$ cat src/rtl/bloom_pkg.sv
// Shared definitions for the bloom front-end dispatch/arbitration blocks.
package bloom_pkg;

   // Number of entries held by the dispatch skid buffer (main + skid).
   localparam int unsigned SKID_DEPTH = 2;

   // Index width needed to address n destinations; a single destination still gets one bit.
   function automatic int unsigned num_w(input int unsigned n);
      return (n <= 1) ? 1 : $clog2(n);
   endfunction

endpackage

$ cat src/rtl/skid_buf.sv
// Generic two-entry valid/ready skid buffer: registered output (main) plus one overflow entry (skid).
module skid_buf #(
   parameter int unsigned W = 8
) (
   input  logic         clk_i,
   input  logic         rst_n_i,
   input  logic [W-1:0] s_data_i,
   input  logic         s_valid_i,
   output logic         s_ready_o,
   output logic [W-1:0] m_data_o,
   output logic         m_valid_o,
   input  logic         m_ready_i
);

   logic [W-1:0] r_main_data;
   logic         r_main_valid;
   logic [W-1:0] r_skid_data;
   logic         r_skid_valid;
   logic         r_s_ready;

   logic [W-1:0] w_main_data;
   logic         w_main_valid;
   logic [W-1:0] w_skid_data;
   logic         w_skid_valid;
   logic         w_accept;
   logic         w_fire;

   // Next-state: refill main from skid first, else from the sink; overflow into skid when main is stuck.
   always_comb begin
      w_main_data  = r_main_data;
      w_main_valid = r_main_valid;
      w_skid_data  = r_skid_data;
      w_skid_valid = r_skid_valid;
      w_accept     = s_valid_i & r_s_ready;
      w_fire       = r_main_valid & m_ready_i;

      if (!r_main_valid || w_fire) begin
         if (r_skid_valid) begin
            w_main_data  = r_skid_data;
            w_main_valid = 1'b1;
            w_skid_valid = 1'b0;
         end else if (w_accept) begin
            w_main_data  = s_data_i;
            w_main_valid = 1'b1;
         end else begin
            w_main_valid = 1'b0;
         end
      end else if (w_accept) begin
         w_skid_data  = s_data_i;
         w_skid_valid = 1'b1;
      end
   end

   // State registers; sink ready is registered as "skid will be empty".
   always_ff @(posedge clk_i or negedge rst_n_i) begin
      if (!rst_n_i) begin
         r_main_data  <= '0;
         r_main_valid <= 1'b0;
         r_skid_data  <= '0;
         r_skid_valid <= 1'b0;
         r_s_ready    <= 1'b1;
      end else begin
         r_main_data  <= w_main_data;
         r_main_valid <= w_main_valid;
         r_skid_data  <= w_skid_data;
         r_skid_valid <= w_skid_valid;
         r_s_ready    <= ~w_skid_valid;
      end
   end

   assign s_ready_o = r_s_ready;
   assign m_data_o  = r_main_data;
   assign m_valid_o = r_main_valid;

endmodule

$ cat src/rtl/one_hot_dispatch.sv
// Steers each indexed word to one of REQ_NUM consumers via a one-hot valid vector.
// Out-of-range indices are accepted, dropped, and flagged with a one-cycle err_o pulse.
module one_hot_dispatch
   import bloom_pkg::*;
#(
   parameter int unsigned REQ_NUM   = 2,
   parameter int unsigned REQ_NUM_W = num_w(REQ_NUM),
   parameter int unsigned DATA_W    = 32
) (
   input  logic                 clk_i,
   input  logic                 rst_n_i,
   input  logic [DATA_W-1:0]    snk_data_i,
   input  logic [REQ_NUM_W-1:0] snk_num_i,
   input  logic                 snk_valid_i,
   output logic                 snk_ready_o,
   output logic [DATA_W-1:0]    src_data_o,
   output logic [REQ_NUM-1:0]   src_valid_o,
   input  logic [REQ_NUM-1:0]   src_ready_i,
   output logic                 err_o
);

   localparam int unsigned ENTRY_W = DATA_W + REQ_NUM_W;

   typedef struct packed {
      logic [DATA_W-1:0]    data;
      logic [REQ_NUM_W-1:0] num;
   } entry_t;

   entry_t               w_snk_entry;
   entry_t               w_main_entry;
   logic [ENTRY_W-1:0]   w_main_bits;
   logic                 w_main_valid;
   logic                 w_bad;
   logic                 w_fire;
   logic [REQ_NUM-1:0]   w_onehot;
   logic                 r_err;

   // Range check: a single destination ignores the index entirely.
   generate
      if (REQ_NUM == 1) begin : g_single
         assign w_bad           = 1'b0;
         assign w_snk_entry.num = '0;
      end else begin : g_multi
         assign w_bad           = 32'(snk_num_i) >= 32'(REQ_NUM);
         assign w_snk_entry.num = snk_num_i;
      end
   endgenerate

   assign w_snk_entry.data = snk_data_i;

   skid_buf #(
      .W (ENTRY_W)
   ) u_skid_buf (
      .clk_i     (clk_i),
      .rst_n_i   (rst_n_i),
      .s_data_i  (w_snk_entry),
      .s_valid_i (snk_valid_i & ~w_bad),
      .s_ready_o (snk_ready_o),
      .m_data_o  (w_main_bits),
      .m_valid_o (w_main_valid),
      .m_ready_i (w_fire)
   );

   assign w_main_entry = entry_t'(w_main_bits);

   // One-hot decode of the registered destination index.
   always_comb begin
      w_onehot = '0;
      for (int unsigned k = 0; k < REQ_NUM; k++) begin
         if (w_main_valid && (w_main_entry.num == REQ_NUM_W'(k))) begin
            w_onehot[k] = 1'b1;
         end
      end
   end

   assign w_fire = |(w_onehot & src_ready_i);

   // Error pulse for each accepted-and-dropped out-of-range word.
   always_ff @(posedge clk_i or negedge rst_n_i) begin
      if (!rst_n_i) begin
         r_err <= 1'b0;
      end else begin
         r_err <= snk_valid_i & snk_ready_o & w_bad;
      end
   end

   assign src_valid_o = w_onehot;
   assign src_data_o  = w_main_entry.data;
   assign err_o       = r_err;

endmodule

$ cat config.mk
export PLATFORM = sky130hd
export DESIGN_NAME = one_hot_dispatch
export DESIGN_NICKNAME = d
export VERILOG_FILES = /design/src/rtl/bloom_pkg.sv /design/src/rtl/skid_buf.sv /design/src/rtl/one_hot_dispatch.sv
export SDC_FILE = /design/constraint.sdc
export NUM_CORES = 1
export LEC_CHECK = 0
export BUFFER_PORTS_ARGS = -buffer_cell sky130_fd_sc_hd__buf_4
export CAP_MARGIN = 20
export CORE_MARGIN = 3
export CORE_UTILIZATION = 25
export CTS_CLUSTER_SIZE = 24
export DETAILED_ROUTE_END_ITERATION = 6
export HOLD_SLACK_MARGIN = 0.1
export PLACE_DENSITY = 0.42
export RECOVER_POWER = 50
export SYNTH_ARGS = -nofsm -noshare
export SYNTH_HDL_FRONTEND = slang
export SYNTH_HIERARCHICAL = 1
export SYNTH_SLANG_ARGS = --single-unit
$ cat constraint.sdc
create_clock -name clk_i -period 4.2 [get_ports clk_i]
set_input_delay 0.42 -clock clk_i [delete_from_list [all_inputs] [get_ports clk_i]]
set_output_delay 0.42 -clock clk_i [all_outputs]
set_load 0.05 [all_outputs]
==> flow_summary.yaml <==
status:
  status: "finished, violations left"
  violations: "max-capacitance violations, max-slew violations"
global_routing:
  grt_max_degree: 70
  grt_usage: 0.101
  grt_pass1_vias: 1978
  grt_overflow: 0
  grt_pass1_wl_um: 11000
  antenna_found_initial: 0
finish:
  drive_above_1_share: 0.668
  final_nets: 304
  layout_common_cells: "67 x dfrtp_1, 60 x mux2_4, 59 x buf_4, 39 x mux2_2, 15 x clkbuf_1"
  n_antenna_cell: 0
  area_growth_pct: 27.1
  finalInstanceArea_sq_um: 4180
  final_common_cell: "dfrtp_1"
clocking:
  post_cts.repair.setup_buffers: 0
  clock-root-buffer: "clkbuf_16"
  cts.sinks: 69
  postCtsHoldBufs: 0
  htreeDepth: 3
  cts_resized: 0
  insertion_delay_ns: 0.32
  tritoncts: "done"
  cts_buffer_depth: 2
  clk_pin_slew_ns: 0.06
  cts_made_buffers: 9
setup_path:
  crit_fanout: 21
  worst_ep_arrival_time_ns: 2.60
  slowest_stage: "nor2_4"
  required_ns: 4.41
  end_kind: "flop"
  start_kind: "flop"
  path_class: "flop to flop"
  critical_path.cell_chain: "mux2i_1 -> nor2b_1 -> nor2b_1 -> nor2_4 -> buf_4 -> mux2_4"
  cpMostUsedCell: "nor2b_1"
  cp_slowest_stage_delay_ns: 0.71
power:
  power_mw: 3.98
  leakage_nw: 1.96
  powerDensity_nw_per_um2: 953
  ir_worst_vdd_v: 0.000295
die:
  pin_count: 74
  die_w_um: 121
  core_sq_um: 12700
  rows: 41
  die_h_um: 121
  dieArea_sq_um: 14600
  start_util: 0.258
timing:
  rsz0062_at_grt: "false"
  slew_viol_final: 70
  setup-tns-final_ns: 0
  finalHoldViolCount: 0
  fmax_mhz: 418
  setup-violations-final: 0
  skew_ns: 0.00499
  worst_slew_pin_slew_ns: 1.78
  slew-limit-headroom: -0.189
  finalCriticalPeriod_ns: 2.39
  finalCritPeriodShare: 0.570
place:
  dp_hpwl_um: 4260
  place_congestion: 0.648
  placed_cell_area_sq_um: 3950
  place.port_buffers: 72
routing:
  vias: 1753
  drtAntennaViolNets: 0
  detail_route.wl_per_cell_um: 15.4
  drc: 0
  viasPerCell: 3.96
  firstDrtPassIters: 6
  first_iter_violations: 71
  routed_wl_um: 6810
synth:
  netlist_area_sq_um: 3290
  syn_inst: 192
  yosysWarnings: 6
  ys_ff_latch: 69
  syn-num-nets: 230
  syn_area_per_cell_sq_um: 17.1
  synth_cell_type_count: 18
  ys_seq_area_frac: 0.525
min_path:
  hold_class: "primary input to flop"
run:
  drv_cap: 1
==> kinds of logic after synthesis <==
group	Yosys count	share of synthesized area
AO/OA/AOI/OAI	1	0.00266
buffers and inverters	12	0.0354
flip-flops	69	0.525
multiplexers	100	0.411
other	1	0.00114
AND/OR/NAND/NOR	9	0.0247
==> worst max-delay path, delay by kind of cell, from the launching register on <==
| kind | cells | cell delay [ns] |
|---|---|---|
| buf+inv | 1 | 0.41 |
| flops | 1 | 0.41 |
| mux | 2 | 0.45 |
| simple gates | 3 | 0.99 |
==> per-layer routing <==
metal | up-vias | GRT usage | wire length [um]
met5 | - | 0 | 0
met4 | 0 | 0.0574 | 148
met3 | 11 | 0.0257 | 289
met2 | 44 | 0.137 | 2990
met1 | 871 | 0.144 | 3380
li1 | 827 | - | -
==> path summary, 6_finish.rpt <==
check | start | end | slack (ns) | cells after the start
worst max-delay path | u_skid_buf/m_data_o[0] | u_skid_buf/m_data_o[17] | 1.81 | 6
worst min-delay path | snk_data_i[22] | u_skid_buf/r_skid_data[23] | 0.33 | 2
worst max register to register | u_skid_buf/m_data_o[0] | u_skid_buf/m_data_o[17] | 1.81 | 6
worst min register to register | u_skid_buf/r_skid_valid | u_skid_buf/m_valid_o | 0.50 | 2
max in group asynchronous | rst_n_i | u_skid_buf/r_skid_valid | 2.44 | 1
min in group asynchronous | rst_n_i | u_skid_buf/r_skid_data[23] | 0.57 | 1
==> state kept, by name, summed over array words and instances, names as in the netlist <==
| name | count |
|---|---|
| u_skid_buf/r_skid_valid | 1 |
| u_skid_buf/m_valid_o | 1 |
| u_skid_buf/r_skid_data | 33 |
| u_skid_buf/s_ready_o | 1 |
| u_skid_buf/m_data_o | 33 |
==> metrics by stage <==
stage | cells | utilization | worst slack (ns) | hold WS, ns
6_report | 443 | 0.328 | 1.81 | 0.331
5_1_grt | 443 | 0.328 | 1.63 | 0.317
4_1_cts | 443 | 0.333 | 1.73 | 0.269
3_5_place_dp | 427 | 0.310 | 1.72 | 0.489
3_3_place_gp | 427 | 0.310 | 1.76 | 0.484
2_1_floorplan | 192 | - | 2.55 | 0.124
==> power by group <==
group	leakage, nW	switching, mW	internal (mW)	total [mW]
registers	0.808	0.205	1.02	1.22
clock network	0.149	0.275	0.472	0.746
logic	1.00	1.07	0.944	2.02
==> cell usage after synthesis (all sizes together) <==
master  instances  area (sq um)
a21oi           1          8.76
and2            1          7.51
and2b           1          8.76
buf            11           113
conb            1          3.75
dfrtp          68          1700
dfstp           1          26.3
inv             1          3.75
mux2           99          1340
mux2i           1          10.0
nand2           1          3.75
nand2b          2          12.5
nand3           1          17.5
nor2            1          11.3
nor2b           2          20.0
==> area by class of cell <==
| class | count | area (sq um) |
|---|---|---|
| clock inverter | 5 | 50.0 |
| fill | 1308 | 8540 |
| tap | 172 | 215 |
| clock buffer | 11 | 243 |
| sequential | 69 | 1730 |
| timing repair buffer | 74 | 500 |
| multi-input combinational | 111 | 1440 |
| inverter | 1 | 3.75 |
Note: power is estimated with default switching activity, not from simulation.
